$ cat config.mk
export PLATFORM = sky130hd
export DESIGN_NAME = stopwatch_ctrl_flat
export DESIGN_NICKNAME = d
export VERILOG_FILES = /design/src/rtl/stopwatch_if.sv /design/src/rtl/stopwatch_ctrl.sv /design/src/flat_wrapper.sv
export SDC_FILE = /design/constraint.sdc
export NUM_CORES = 1
export LEC_CHECK = 0
export BUFFER_PORTS_ARGS = -buffer_cell sky130_fd_sc_hd__buf_2
export CORE_ASPECT_RATIO = 0.6
export CORE_MARGIN = 2
export CORE_UTILIZATION = 40
export CTS_CLUSTER_SIZE = 10
export DETAILED_ROUTE_END_ITERATION = 7
export MAX_ROUTING_LAYER = met4
export PLACE_DENSITY = 0.7
export SLEW_MARGIN = 20
export SYNTH_ARGS = -nofsm -noshare
export SYNTH_HDL_FRONTEND = slang
export SYNTH_SLANG_ARGS = --single-unit
$ cat constraint.sdc
create_clock -name clk -period 2.6 [get_ports clk]
set_input_delay 0.13 -clock clk [delete_from_list [all_inputs] [get_ports clk]]
set_output_delay 0.13 -clock clk [all_outputs]
set_load 0.005 [all_outputs]
$ cat src/rtl/stopwatch_if.sv
// Board-side bundle for the stopwatch controller: raw buttons, mode switch,
// live counter digits in, counter commands and display digits out.
interface stopwatch_if;
    logic       Start_Stop;
    logic       Clear;
    logic       Lap;
    logic       Countdown;
    logic [3:0] Minutes_in;
    logic [3:0] Tens_in;
    logic [3:0] Ones_in;
    logic [3:0] Tenths_in;
    logic       cnt_en;
    logic       cnt_clear;
    logic       cnt_down;
    logic       running;
    logic       alarm;
    logic [3:0] Disp_Minutes;
    logic [3:0] Disp_Tens;
    logic [3:0] Disp_Ones;
    logic [3:0] Disp_Tenths;

    modport master (
        output Start_Stop, Clear, Lap, Countdown,
        output Minutes_in, Tens_in, Ones_in, Tenths_in,
        input  cnt_en, cnt_clear, cnt_down, running, alarm,
        input  Disp_Minutes, Disp_Tens, Disp_Ones, Disp_Tenths
    );

    modport slave (
        input  Start_Stop, Clear, Lap, Countdown,
        input  Minutes_in, Tens_in, Ones_in, Tenths_in,
        output cnt_en, cnt_clear, cnt_down, running, alarm,
        output Disp_Minutes, Disp_Tens, Disp_Ones, Disp_Tenths
    );
endinterface

$ cat src/rtl/stopwatch_ctrl.sv
// Run/pause/clear sequencer for the BCD stopwatch counter: button conditioning,
// tenth-second prescaler, terminal-value stop and lap snapshot for the display.
module stopwatch_ctrl #(
    parameter int TICK_DIV = 5_000_000
) (
    input logic        clk,
    input logic        reset,
    stopwatch_if.slave sw
);
    localparam int PW = $clog2(TICK_DIV);
    typedef logic [PW-1:0] presc_t;
    localparam presc_t PRESC_LAST = presc_t'(TICK_DIV - 1);

    typedef enum logic [1:0] {IDLE, RUN, PAUSE, DONE} state_t;

    // Button lanes: [0] Start_Stop, [1] Clear, [2] Lap
    logic [2:0] raw, sync1, sync2, sync3, ev;
    logic       ev_ss, ev_clr, ev_lap;

    state_t     state, state_n;
    presc_t     presc, presc_n;
    logic       en_r, en_n;
    logic       clr_r, clr_n;
    logic       down_r, down_n;
    logic       lap_hold, lap_n;
    logic [15:0] lap_digits, lapd_n;
    logic [15:0] live;
    logic        at_zero, at_top, terminal, wrap, lap_toggle;

    assign raw    = {sw.Lap, sw.Clear, sw.Start_Stop};
    assign ev_ss  = ev[0];
    assign ev_clr = ev[1];
    assign ev_lap = ev[2];

    // Two-flop synchronizer, then a registered rising-edge pulse per button
    always_ff @(posedge clk) begin
        if (reset) begin
            sync1 <= '0;
            sync2 <= '0;
            sync3 <= '0;
            ev    <= '0;
        end else begin
            sync1 <= raw;
            sync2 <= sync1;
            sync3 <= sync2;
            ev    <= sync2 & ~sync3;
        end
    end

    assign live     = {sw.Minutes_in, sw.Tens_in, sw.Ones_in, sw.Tenths_in};
    assign at_zero  = (live == 16'h0000);
    assign at_top   = (live == 16'h9599);
    assign terminal = down_r ? at_zero : at_top;
    assign wrap     = (presc == PRESC_LAST);

    always_ff @(posedge clk) begin
        if (reset) begin
            state      <= IDLE;
            presc      <= '0;
            en_r       <= 1'b0;
            clr_r      <= 1'b0;
            down_r     <= 1'b0;
            lap_hold   <= 1'b0;
            lap_digits <= '0;
        end else begin
            state      <= state_n;
            presc      <= presc_n;
            en_r       <= en_n;
            clr_r      <= clr_n;
            down_r     <= down_n;
            lap_hold   <= lap_n;
            lap_digits <= lapd_n;
        end
    end

    // Clear outranks Start_Stop outranks Lap; a losing event is simply dropped.
    always_comb begin
        state_n    = state;
        presc_n    = '0;
        en_n       = 1'b0;
        clr_n      = 1'b0;
        down_n     = down_r;
        lap_n      = lap_hold;
        lapd_n     = lap_digits;
        lap_toggle = 1'b0;
        case (state)
            IDLE: begin
                if (ev_clr) begin
                    clr_n = 1'b1;
                    lap_n = 1'b0;
                end else if (ev_ss && !(sw.Countdown && at_zero)) begin
                    state_n = RUN;
                    down_n  = sw.Countdown;
                end
            end
            RUN: begin
                if (ev_ss) begin
                    state_n = PAUSE;
                end else if (wrap && terminal) begin
                    state_n = DONE;
                    lap_n   = 1'b0;
                end else begin
                    presc_n    = wrap ? '0 : presc + 1'b1;
                    en_n       = wrap;
                    lap_toggle = ev_lap;
                end
            end
            PAUSE: begin
                if (ev_clr) begin
                    state_n = IDLE;
                    clr_n   = 1'b1;
                    lap_n   = 1'b0;
                end else if (ev_ss) begin
                    state_n = RUN;
                end else begin
                    lap_toggle = ev_lap;
                end
            end
            DONE: begin
                if (ev_clr) begin
                    state_n = IDLE;
                    clr_n   = 1'b1;
                    lap_n   = 1'b0;
                end
            end
            default: state_n = IDLE;
        endcase
        if (lap_toggle) begin
            lap_n = ~lap_hold;
            if (!lap_hold) lapd_n = live;
        end
    end

    assign sw.cnt_en    = en_r;
    assign sw.cnt_clear = clr_r;
    assign sw.cnt_down  = down_r;
    assign sw.running   = (state == RUN);
    assign sw.alarm     = (state == DONE);
    assign {sw.Disp_Minutes, sw.Disp_Tens, sw.Disp_Ones, sw.Disp_Tenths} =
        lap_hold ? lap_digits : live;
endmodule

$ cat src/flat_wrapper.sv
// flat-port wrapper written by rule: the top's interface ports become plain ports
module stopwatch_ctrl_flat 
#(
    parameter int TICK_DIV = 5_000_000
)
  (clk, reset, sw_Start_Stop, sw_Clear, sw_Lap, sw_Countdown, sw_Minutes_in, sw_Tens_in, sw_Ones_in, sw_Tenths_in, sw_cnt_en, sw_cnt_clear, sw_cnt_down, sw_running, sw_alarm, sw_Disp_Minutes, sw_Disp_Tens, sw_Disp_Ones, sw_Disp_Tenths);
  stopwatch_if sw_i ();
  input logic clk;
  input logic reset;
  input wire logic [$bits(sw_i.Start_Stop)-1:0] sw_Start_Stop;
  input wire logic [$bits(sw_i.Clear)-1:0] sw_Clear;
  input wire logic [$bits(sw_i.Lap)-1:0] sw_Lap;
  input wire logic [$bits(sw_i.Countdown)-1:0] sw_Countdown;
  input wire logic [$bits(sw_i.Minutes_in)-1:0] sw_Minutes_in;
  input wire logic [$bits(sw_i.Tens_in)-1:0] sw_Tens_in;
  input wire logic [$bits(sw_i.Ones_in)-1:0] sw_Ones_in;
  input wire logic [$bits(sw_i.Tenths_in)-1:0] sw_Tenths_in;
  output wire logic [$bits(sw_i.cnt_en)-1:0] sw_cnt_en;
  output wire logic [$bits(sw_i.cnt_clear)-1:0] sw_cnt_clear;
  output wire logic [$bits(sw_i.cnt_down)-1:0] sw_cnt_down;
  output wire logic [$bits(sw_i.running)-1:0] sw_running;
  output wire logic [$bits(sw_i.alarm)-1:0] sw_alarm;
  output wire logic [$bits(sw_i.Disp_Minutes)-1:0] sw_Disp_Minutes;
  output wire logic [$bits(sw_i.Disp_Tens)-1:0] sw_Disp_Tens;
  output wire logic [$bits(sw_i.Disp_Ones)-1:0] sw_Disp_Ones;
  output wire logic [$bits(sw_i.Disp_Tenths)-1:0] sw_Disp_Tenths;
  assign sw_i.Start_Stop = sw_Start_Stop;
  assign sw_i.Clear = sw_Clear;
  assign sw_i.Lap = sw_Lap;
  assign sw_i.Countdown = sw_Countdown;
  assign sw_i.Minutes_in = sw_Minutes_in;
  assign sw_i.Tens_in = sw_Tens_in;
  assign sw_i.Ones_in = sw_Ones_in;
  assign sw_i.Tenths_in = sw_Tenths_in;
  assign sw_cnt_en = sw_i.cnt_en;
  assign sw_cnt_clear = sw_i.cnt_clear;
  assign sw_cnt_down = sw_i.cnt_down;
  assign sw_running = sw_i.running;
  assign sw_alarm = sw_i.alarm;
  assign sw_Disp_Minutes = sw_i.Disp_Minutes;
  assign sw_Disp_Tens = sw_i.Disp_Tens;
  assign sw_Disp_Ones = sw_i.Disp_Ones;
  assign sw_Disp_Tenths = sw_i.Disp_Tenths;
  stopwatch_ctrl #(.TICK_DIV(TICK_DIV)) u_core (.clk(clk), .reset(reset), .sw(sw_i));
endmodule
==> results.yml <==
yosys:
  synth_top_family_by_area: "simple AND/OR/NAND/NOR gates"
  syn-num-nets: 353
  syn_avg_cell_area_um2: 8.76
  ys_seq_area_frac: 0.399
  synth_top_area_cell: "dfxtp_1"
  synth-edff-count: 0
  async_flop_share: 0
  yosys.area_share.xor_xnor: 0.0644
  synth-seq-cells: 57
  netlist_instances: 326
  netlist-cell-type-count: 40
  synthAdderAreaFrac: 0.0219
  synthTopCellsByArea: "dfxtp_1 (40%), mux2_2 (6.7%), nor2b_1 (6.4%)"
  synth_compound_gate_area_share: 0.0959
  muxShareOfSynthArea: 0.0784
  synth_most_common_cell: "dfxtp_1"
  yosys.area.top_type_share: 0.399
  synthFlopType: "dfxtp_1"
  synthSimpleGateAreaFrac: 0.293
  yosysWarningCount: 0
  synthTopCellsByCount: "dfxtp_1 (57), nor2_1 (32), nor2b_1 (29)"
  synth_area_um2: 2860
placed_design:
  place_congestion: 0.834
  dp_hpwl_mm: 4.60
  portBuffers: 42
  dpl_cell_area_um2: 3110
power:
  p_leak_uw: 0.00118
  internal_power_uw: 1620
  seqPwrFrac: 0.417
  irDropWorstVdd_mv: 0.318
  comb_power_share: 0.081
  swShare: 0.254
  p_clk_frac: 0.502
  p_per_area_nw_per_um2: 640
  net-switching-power_uw: 551
critical_path:
  cp-end-kind: "flip-flop"
  crit_slowest_cell: "or4_4"
  worstSetupPathDepth: 6
  worstPathRequired_ps: 2850
  criticalPathCategory: "flip-flop to flip-flop"
  crit_path_max_fanout: 16
  regToRegSetupSlack_ps: 530
  arrival_ps: 2320
  cp_top_family: "simple AND/OR/NAND/NOR gates"
  rr_worst_depth: 6
  rr_endpoint: "u_core.lap_digits[15]"
  endpoint: "u_core.lap_digits[15]"
  startpoint: "u_core.presc[20]"
  critPathLaunchType: "flip-flop"
  cp_num_buf_inv: 1
  reg2reg_from: "u_core.presc[20]"
  cpPeakStageDelay_ps: 530
  path_cells: "or4_4 -> nor4_4 -> and4_1 -> buf_4 -> nand3_1 -> a31oi_1"
sta:
  tns_ps: 0
  holdWs_ps: 8.47
  timing.final.crit_share: 0.797
  layout_min_cycle_time_ps: 2070
  tightest_slew_ps: 900
  rsz0062_at_grt: "false"
  slew_violations: 0
  fmax_mhz: 482
  setup_violations: 0
  hold_violations: 0
  relSlewSlack: 0.399
  skew_ps: 7.24
clock_tree:
  cts_tree: "done"
  clkTransAtPathRegs_ps: 50
  clockBufferDepth: 2
  clockRootBuffer: "clkbuf_16"
  clk_latency_ps: 330
  cts_max_level: 3
  clkSinkCount: 57
  cts_made_buffers: 9
  ctsResizeCount: 0
floorplan:
  ios: 43
  fp.coreArea_um2: 6790
  rows: 23
  die_h_um: 69.5
  dieArea_um2: 7860
  die_x_um: 113
  start_util: 0.421
route:
  viasPerCell: 5.32
  num_vias: 2442
  wl_per_cell_um: 14.2
  drc: 0
  drtAntennaViolNets: 0
  firstDrtPassIters: 5
  drtIter0Drc: 206
  routed_wl_mm: 6.54
finish:
  area.growth.synth_to_final_pct: 19.0
  seq_area_um2: 1140
  drive_above_1_share: 0.234
  nets: 394
  diodes: 0
  stdcell_area_um2: 3400
  nFillCells: 624
  multi_input_area_um2: 1590
global_route:
  gr-total-overflow: 0
  antenna_found_initial: 0
  grt_pass1_wl_mm: 10.9
  grt_max_degree: 35
  grt.total_usage: 0.179
  grt_pass1_vias: 2172
hold_path:
  hold_start: "sw_Clear"
  hold_class: "input port to flip-flop"
run_status:
  outcome: "finished, final reports clean"
run:
  cap_viol_max_count: 0
## state kept, by name (all words and copies together) (netlist names), 2 cells and up
name / cells
u_core.presc: 23
u_core.lap_digits: 16
u_core.state: 2
u_core.sync1: 3
u_core.ev: 3
u_core.sync3: 3
u_core.sync2: 3
## metrics by stage
stage / utilization / worst slack [ps] / std cells / power, µW
2_1_floorplan: - / 558 / 326 / 1030
3_3_place_gp: 0.458 / 633 / 442 / 1100
3_5_place_dp: 0.458 / 490 / 442 / 1100
4_1_cts: 0.500 / 534 / 459 / 2190
5_1_grt: 0.500 / 445 / 459 / 2260
6_report: 0.500 / 527 / 459 / 2170
## worst reg2reg max path, delay by kind of cell, from the launching register on
| family | cells | cell delay [ps] |
|---|---|---|
| AOI/OAI and AO/OA | 1 | 200 |
| buffers and inverters | 1 | 230 |
| DFF | 1 | 350 |
| and+or+nand+nor | 4 | 1230 |
## how the worst min path moves through the flow
stage,to,slack (ps),cells past startpoint
6_report,u_core.sync1[1],8,2
5_1_grt,u_core.sync1[1],30,2
2_1_floorplan,u_core.sync3[0],210,1
3_5_place_dp,u_core.sync1[1],350,2
4_1_cts,u_core.sync1[1],2,2
3_3_place_gp,u_core.sync1[0],340,2
## routing by layer
layer / track usage / vias to the layer above / wire, µm
met3: 0.0472 / 8 / 342
met2: 0.220 / 76 / 2520
met4: 0.0799 / 0 / 102
met5: - / - / 0
met1: 0.268 / 1126 / 3580
li1: - / 1232 / -
## repair_timing
| action | CTS | global route |
|---|---|---|
| buffers inserted | 0 | 0 |
| hold endpoints to repair | 1 | 0 |
| hold buffers | 1 | 0 |
## cell type report
cell class              instances  area share
well taps                      87      0.0320
multi-input cells             245       0.467
flip-flops and latches         57       0.336
inverters                       6     0.00663
clock buffers                   9      0.0663
repair buffers                 48      0.0758
clock inverters                 7      0.0162
## placed cells by master, fill, tap and decap left out, types with 2 or more instances in the layout
master      netlist  layout
nand2_1          27      27
ha_1              5       5
nor2b_1          29      29
and3_1            3       3
clkinvlp_4        0       2
buf_4             1       5
a211oi_1          2       2
buf_2             0      42
nand4_1           7       7
inv_6             0       2
clkbuf_16         0       9
o21ai_0          17      17
or4_1             2       2
inv_1             6       6
nor4_1            7       7
xnor2_1          11      11
xor2_1           10      10
dfxtp_1          57      57
and4_1            6       6
nand3_1          27      27
and2_1            5       5
clkinv_4          0       2
nor3_1            4       4
mux2_2           17      17
nor2_1           32      32
a31oi_1          18      18
## logic make-up (layout without fill, tap and decap cells)
logic type | count (synthesis) | after routing
multiplexers | 19 | 19
AND/OR/NAND/NOR | 156 | 156
adder cells (fa/ha/maj) | 5 | 5
flip-flops | 57 | 57
XOR/XNOR | 21 | 21
buffers and inverters | 24 | 70
AO/OA/AOI/OAI | 44 | 44
## power by group through the flow
| stage | registers (µW) | clock network [µW] | logic, µW |
|---|---|---|---|
| after global routing | 909 | 1150 | 196 |
| after detailed placement | 925 | 0 | 172 |
| after floorplan | 918 | 0 | 116 |
| final | 907 | 1090 | 175 |
| after CTS | 907 | 1110 | 175 |
| after global placement | 924 | 0 | 174 |
Power figures use the tool's default switching activity.
